### src/rtl/ble_packet_sequencer.sv
// rtl/ble_packet_sequencer.sv - BLE packet RAM arbiter and LSB-first bit-stream transmit sequencer
//
// Owns the single port of the packet RAM. While idle, host writes pass straight
// through to the RAM. A transmit start hands the port to the sequencer, which
// reads a byte region (with wrap-around addressing) and serialises it LSB-first,
// one bit every BIT_CYCLES clocks, with the next byte prefetched so the stream
// has no gaps.
//
// Ports:
//   clk, rst_n                 system clock, asynchronous active-low reset
//   wr_en/wr_addr/wr_data      host write request
//   wr_ready, wr_drop          write accepted (idle) / write discarded (busy)
//   tx_start/tx_base/tx_len    transmit start, first address, byte count (0 = ignore)
//   tx_abort                   terminate an active transmission
//   tx_busy, tx_done           transmission active / normal completion pulse
//   bit_out, bit_valid         serial bit / first cycle of each bit period
//   mem_ce/we/addr/data, mem_q RAM port (registered output, RD_LAT cycle read)
//   mem_rst                    RAM output reset, released through a 2-flop synchroniser

module ble_packet_sequencer #(
  parameter int ADDR_W     = 8,
  parameter int RD_LAT     = 2,
  parameter int BIT_CYCLES = 8
) (
  input  logic              clk,
  input  logic              rst_n,
  input  logic              wr_en,
  input  logic [ADDR_W-1:0] wr_addr,
  input  logic [7:0]        wr_data,
  output logic              wr_ready,
  output logic              wr_drop,
  input  logic              tx_start,
  input  logic [ADDR_W-1:0] tx_base,
  input  logic [ADDR_W:0]   tx_len,
  input  logic              tx_abort,
  output logic              tx_busy,
  output logic              tx_done,
  output logic              bit_out,
  output logic              bit_valid,
  output logic              mem_ce,
  output logic              mem_we,
  output logic [ADDR_W-1:0] mem_addr,
  output logic [7:0]        mem_data,
  input  logic [7:0]        mem_q,
  output logic              mem_rst
);

  localparam int BYTE_CYCLES = 8 * BIT_CYCLES;
  localparam int CW          = $clog2(BYTE_CYCLES + 1);
  localparam int BW          = $clog2(BIT_CYCLES + 1);
  localparam int LW          = ADDR_W + 1;

  typedef enum logic [1:0] {IDLE, FETCH, SHIFT, DONE} state_t;

  state_t            state;
  logic [ADDR_W-1:0] rd_addr;     // address currently presented to the RAM
  logic [LW-1:0]     bytes_left;  // bytes still to send after the one in shift_reg
  logic [7:0]        shift_reg;
  logic [7:0]        next_reg;
  logic [CW-1:0]     byte_cyc;    // cycle within FETCH, or within the current byte
  logic [BW-1:0]     cyc_cnt;     // cycle within the current bit
  logic [1:0]        rst_sync;

  logic idle;
  assign idle = (state == IDLE);

  always_ff @(posedge clk or negedge rst_n) begin
    if (!rst_n) begin
      state      <= IDLE;
      rd_addr    <= '0;
      bytes_left <= '0;
      shift_reg  <= '0;
      next_reg   <= '0;
      byte_cyc   <= '0;
      cyc_cnt    <= '0;
    end else if (!idle && tx_abort) begin
      // In-flight read data is simply never captured.
      state    <= IDLE;
      byte_cyc <= '0;
      cyc_cnt  <= '0;
    end else begin
      case (state)
        IDLE: begin
          if (tx_start && (tx_len != '0)) begin
            rd_addr    <= tx_base;
            bytes_left <= tx_len - LW'(1);
            byte_cyc   <= '0;
            state      <= FETCH;
          end
        end

        FETCH: begin
          if (byte_cyc == CW'(RD_LAT)) begin
            shift_reg <= mem_q;
            byte_cyc  <= '0;
            cyc_cnt   <= '0;
            state     <= SHIFT;
            // Moving the address now makes the first cycle of bit 0 issue the prefetch.
            if (bytes_left != '0) rd_addr <= rd_addr + ADDR_W'(1);
          end else begin
            byte_cyc <= byte_cyc + CW'(1);
          end
        end

        SHIFT: begin
          if ((byte_cyc == CW'(RD_LAT)) && (bytes_left != '0)) next_reg <= mem_q;

          if (cyc_cnt == BW'(BIT_CYCLES - 1)) begin
            cyc_cnt   <= '0;
            shift_reg <= {1'b0, shift_reg[7:1]};
          end else begin
            cyc_cnt <= cyc_cnt + BW'(1);
          end

          // End of bit 7: the byte-boundary load overrides the shift above.
          if (byte_cyc == CW'(BYTE_CYCLES - 1)) begin
            byte_cyc <= '0;
            if (bytes_left == '0) begin
              state <= DONE;
            end else begin
              shift_reg  <= next_reg;
              bytes_left <= bytes_left - LW'(1);
              if (bytes_left != LW'(1)) rd_addr <= rd_addr + ADDR_W'(1);
            end
          end else begin
            byte_cyc <= byte_cyc + CW'(1);
          end
        end

        DONE: state <= IDLE;

        default: state <= IDLE;
      endcase
    end
  end

  // RAM reset release is synchronised so it never deasserts mid-cycle.
  always_ff @(posedge clk or negedge rst_n) begin
    if (!rst_n) rst_sync <= 2'b00;
    else        rst_sync <= {rst_sync[0], 1'b1};
  end

  assign mem_rst   = ~rst_sync[1];
  assign wr_ready  = idle;
  assign wr_drop   = wr_en & ~idle;
  assign tx_busy   = ~idle;
  assign tx_done   = (state == DONE);
  assign bit_valid = (state == SHIFT) && (cyc_cnt == '0);
  assign bit_out   = (state == SHIFT) && shift_reg[0];
  assign mem_ce    = idle ? wr_en : 1'b1;
  assign mem_we    = idle & wr_en;
  assign mem_addr  = idle ? wr_addr : rd_addr;
  assign mem_data  = idle ? wr_data : 8'h00;

endmodule

### config.mk
export PLATFORM = sky130hd
export DESIGN_NAME = ble_packet_sequencer
export DESIGN_NICKNAME = d
export VERILOG_FILES = /design/src/rtl/ble_packet_sequencer.sv
export SDC_FILE = /design/constraint.sdc
export NUM_CORES = 1
export LEC_CHECK = 0
export BUFFER_PORTS_ARGS = -buffer_cell sky130_fd_sc_hd__buf_2
export CELL_PAD_IN_SITES_DETAIL_PLACEMENT = 0
export CELL_PAD_IN_SITES_GLOBAL_PLACEMENT = 1
export CORE_MARGIN = 10
export CORE_UTILIZATION = 44
export DETAILED_ROUTE_END_ITERATION = 16
export PLACE_DENSITY = 0.92
export SLEW_MARGIN = 20
export SYNTH_ARGS = -nofsm -noshare
export SYNTH_HDL_FRONTEND = slang
export SYNTH_SLANG_ARGS = --single-unit
export TNS_END_PERCENT = 5
### constraint.sdc
create_clock -name clk -period 3.7 [get_ports clk]
set_clock_uncertainty 0.15 [all_clocks]
set_input_delay 0 -clock clk [delete_from_list [all_inputs] [get_ports clk]]
set_output_delay 0 -clock clk [all_outputs]
set_load 0.005 [all_outputs]
==> impl_results.md <==
* Initial DRT Pass Iterations at 4
* Worst-skew pair later-pin latency at 0.30 ns
* Average wire per standard cell at 15.5 microns
* Yosys top cell by area: dfrtp_1
* Area of all sequential standard cells at 0.00120 sq mm
* Clock root buffer: clkbuf_8
* Async S/R FF share, synth at between 90% and 100%
* Flip-flop count of the largest register after layout at 9
* CTS tree: built
* Post-route DRC at 0
* Clk pin slew, worst setup/hold paths at ~0.09 ns
* Highest-count cells in the layout ignoring fill and taps: buf_2 (69), dfrtp_1 (48), o21ai_0 (33)
* Highest achievable clock rate at 0.327 GHz
* Total inserted antenna cells at 0
* Main synth FF type: dfrtp_1
* Maximum root-to-sink buffer count at 2
* Vias at 2961
* Syn nets at about 420
* Reported leakage power at ~1.9 nW
* Top post-synthesis cells by area: dfrtp_1 (37%), mux2i_1 (6.1%), ha_1 (5.4%)
* Ratio of cells with drive above 1 in the final layout at approximately 25%
* Number of distinct library cell variants in the gate-level netlist after synthesis at 52
* Cells after Synth at around 360
* Via count of the first global-routing pass at between 3000 and 4000
* Pwr/cell area at roughly 670 mW/mm^2
* Portion of the post-synthesis area used by sequential elements at a little under two fifths
* Post-synthesis instance area at 0.00326 sq mm
* Area of the multi-input gates at 0.00187 sq mm
* Vias per std cell at 5.45
* Number of nets in the finished design at a little over 500
* Path type of the worst min-delay path: in2reg
* Sum of negative setup slack at 0 ns
* Final setup violating endpoints at 0
* Worst VDD drop at 398 uV
* Initial standard-cell utilization of the core at ~45%
* Vertical die dimension at approximately 110 microns
* Area fraction of the dominant cell type after synthesis at a little under two fifths
* Number of nets with antenna violations after detailed routing at 0
* Most common cell after layout, fill and taps aside: buf_2
* Final hold vios at 0
* Data arrival time of the critical path at about 3.1 ns
* Setup repair after global routing missed its margin: no
* Area growth, synth to finish at 21.7%
* Site row count at 31
* Drt first-iter violations at around 110
* GRT Util Overall at between 15 and 20%
* Inserted Clock Buffers at 5
* Placed wire-length estimate at just over 6 mm
* Final worst-path cycle share at between 80 and 90%
* Post-cts repair resize count at 0
* Number of max-cap violations at 0
* Die outline width at 106 microns
* CTS H-tree lvls at 2
* Register with the highest flop count: bytes_left
* Placer's final routability congestion estimate at 0.787
* Number of buffers added on ports at 70
* Core Area at 0.00721 sq mm
* Biggest fanout along the worst timing path at 23
* Launching element type of the critical path: flip-flop
* Pin slew with the least headroom to its limit at slightly below 1 ns
* Type of the setup path with the least slack: reg2reg
* Average cell area after synthesis at 9.10 sq um
* YS warnings at 0
* Worst hold slack across all endpoints at about 0.025 ns
* Total die area at between 0.01 and 0.015 sq mm
* CP endpoint kind: flip-flop
* Max transition margin at between 30 and 40%
* CP Data Required Time at roughly 3.7 ns
* First-pass GRT wire length at around 15 mm
* Slew Viols, Final at 0
* Final period demand of the worst path at 3.06 ns
* Seq cells post-synth at 48
* Number of filler instances in the final layout at 685
* Global route total overflow at 0
* Top-level I/O count at slightly above 70
* Wire length reported by the detailed router at 8.40 mm
* Run status: finished, final reports clean
* TritonCTS sink count at 48
* Setup Buffers After CTS at 0
* Initial antenna violation count at 0
* Post-synth EDFFs at 0
* Largest net degree at the start of global routing at 49
==> routing by layer <==
| metal | track usage, % | routed length (microns) | share of wire [%] |
|---|---|---|---|
| met4 | 3.29 | 63 | 0.75 |
| met2 | 25.5 | 4010 | 48 |
| met3 | 5.13 | 508 | 6.0 |
| met1 | 18.3 | 3820 | 45 |
| met5 | 0 | 0 | 0 |
==> synthesized netlist by cell type, types with 2 or more instances <==
cell        n
nor2_1     13
mux2i_1    20
nor2b_1     4
nand4_1    10
and2_1     10
inv_1      19
o21ai_0    33
nor4_1      2
o22ai_1     4
nand2_1    28
ha_1       14
buf_1       2
nor3b_1     2
or2_2       3
nand3b_1    2
nand3_1    18
nor3_1     17
and3_1      5
buf_2       3
a211oi_1    2
dfrtp_1    48
xnor2_1     4
or3_1       2
a2bb2oi_1   4
clkbuf_1    9
o31ai_1     5
mux2_2     15
a31oi_1     2
buf_6       4
o211a_1     6
a21oi_1    21
nand2b_1    7
==> stage by stage <==
step	worst slack, ns	instance area, sq um	std cells	power, W	utilization, %
2_1_floorplan	1.27	3260	358	0.00199	-
3_3_place_gp	0.882	3630	511	0.00230	50.4
3_5_place_dp	0.820	3630	511	0.00235	50.4
4_1_cts	0.651	3960	543	0.00268	54.9
5_1_grt	0.391	3970	543	0.00291	55.0
6_report	0.643	3970	543	0.00266	55.0
==> kinds of logic after synthesis <==
family	count (synthesis)	synth area share [%]
XOR/XNOR	4	1.07
AND/OR/NAND/NOR	131	21.8
multiplexers	35	11.3
adder cells (fa/ha/maj)	14	5.37
flip-flops	48	36.9
AO/OA/AOI/OAI	87	17.5
buffers and inverters	38	5.91
other	1	0.115
==> worst max-delay path, cell delays in order (launching register included) <==
cell	delay [ns]
dfrtp_1	0.43
inv_1	0.11
ha_1	0.73
inv_1	0.33
and3_1	0.28
o311a_2	0.14
dlygate4sd3_1	0.55
a31oi_1	0.13
nand3_1	0.08
==> layout make-up <==
| cell class | count | share of cell area (%) |
|---|---|---|
| multi-input combinational | 272 | 47.0 |
| sequential | 48 | 30.3 |
| timing repair buffer | 98 | 15.8 |
| tap | 99 | 3.12 |
| clock buffer | 6 | 1.83 |
| inverter | 19 | 1.80 |
| clock inverter | 1 | 0.126 |
==> power by group <==
group          internal, W  total (W)  switching, W
Sequential        0.000699   0.000892      0.000194
Clock             0.000129   0.000303      0.000174
Combinational     0.000649    0.00146      0.000814
==> worst paths after layout <==
kind,start,end,slack [ns],cells after the start
max in group asynchronous,rst_n,cyc_cnt[2],2.88,2
min in group asynchronous,rst_n,bytes_left[7],0.10,2
min,tx_len[0],bytes_left[0],0.02,4
max reg2reg,state[0],bytes_left[8],0.64,8
max,state[0],bytes_left[8],0.64,8
min reg2reg,rst_sync[0],rst_sync[1],0.21,0
==> repair_timing <==
| item | CTS | global route |
|---|---|---|
| hold buffers | 25 | 0 |
| endpoints found under the hold margin | 79 | 0 |
| endpoints found under the setup margin | 0 | 0 |
No activity file was read; power rests on OpenSTA's default activity.
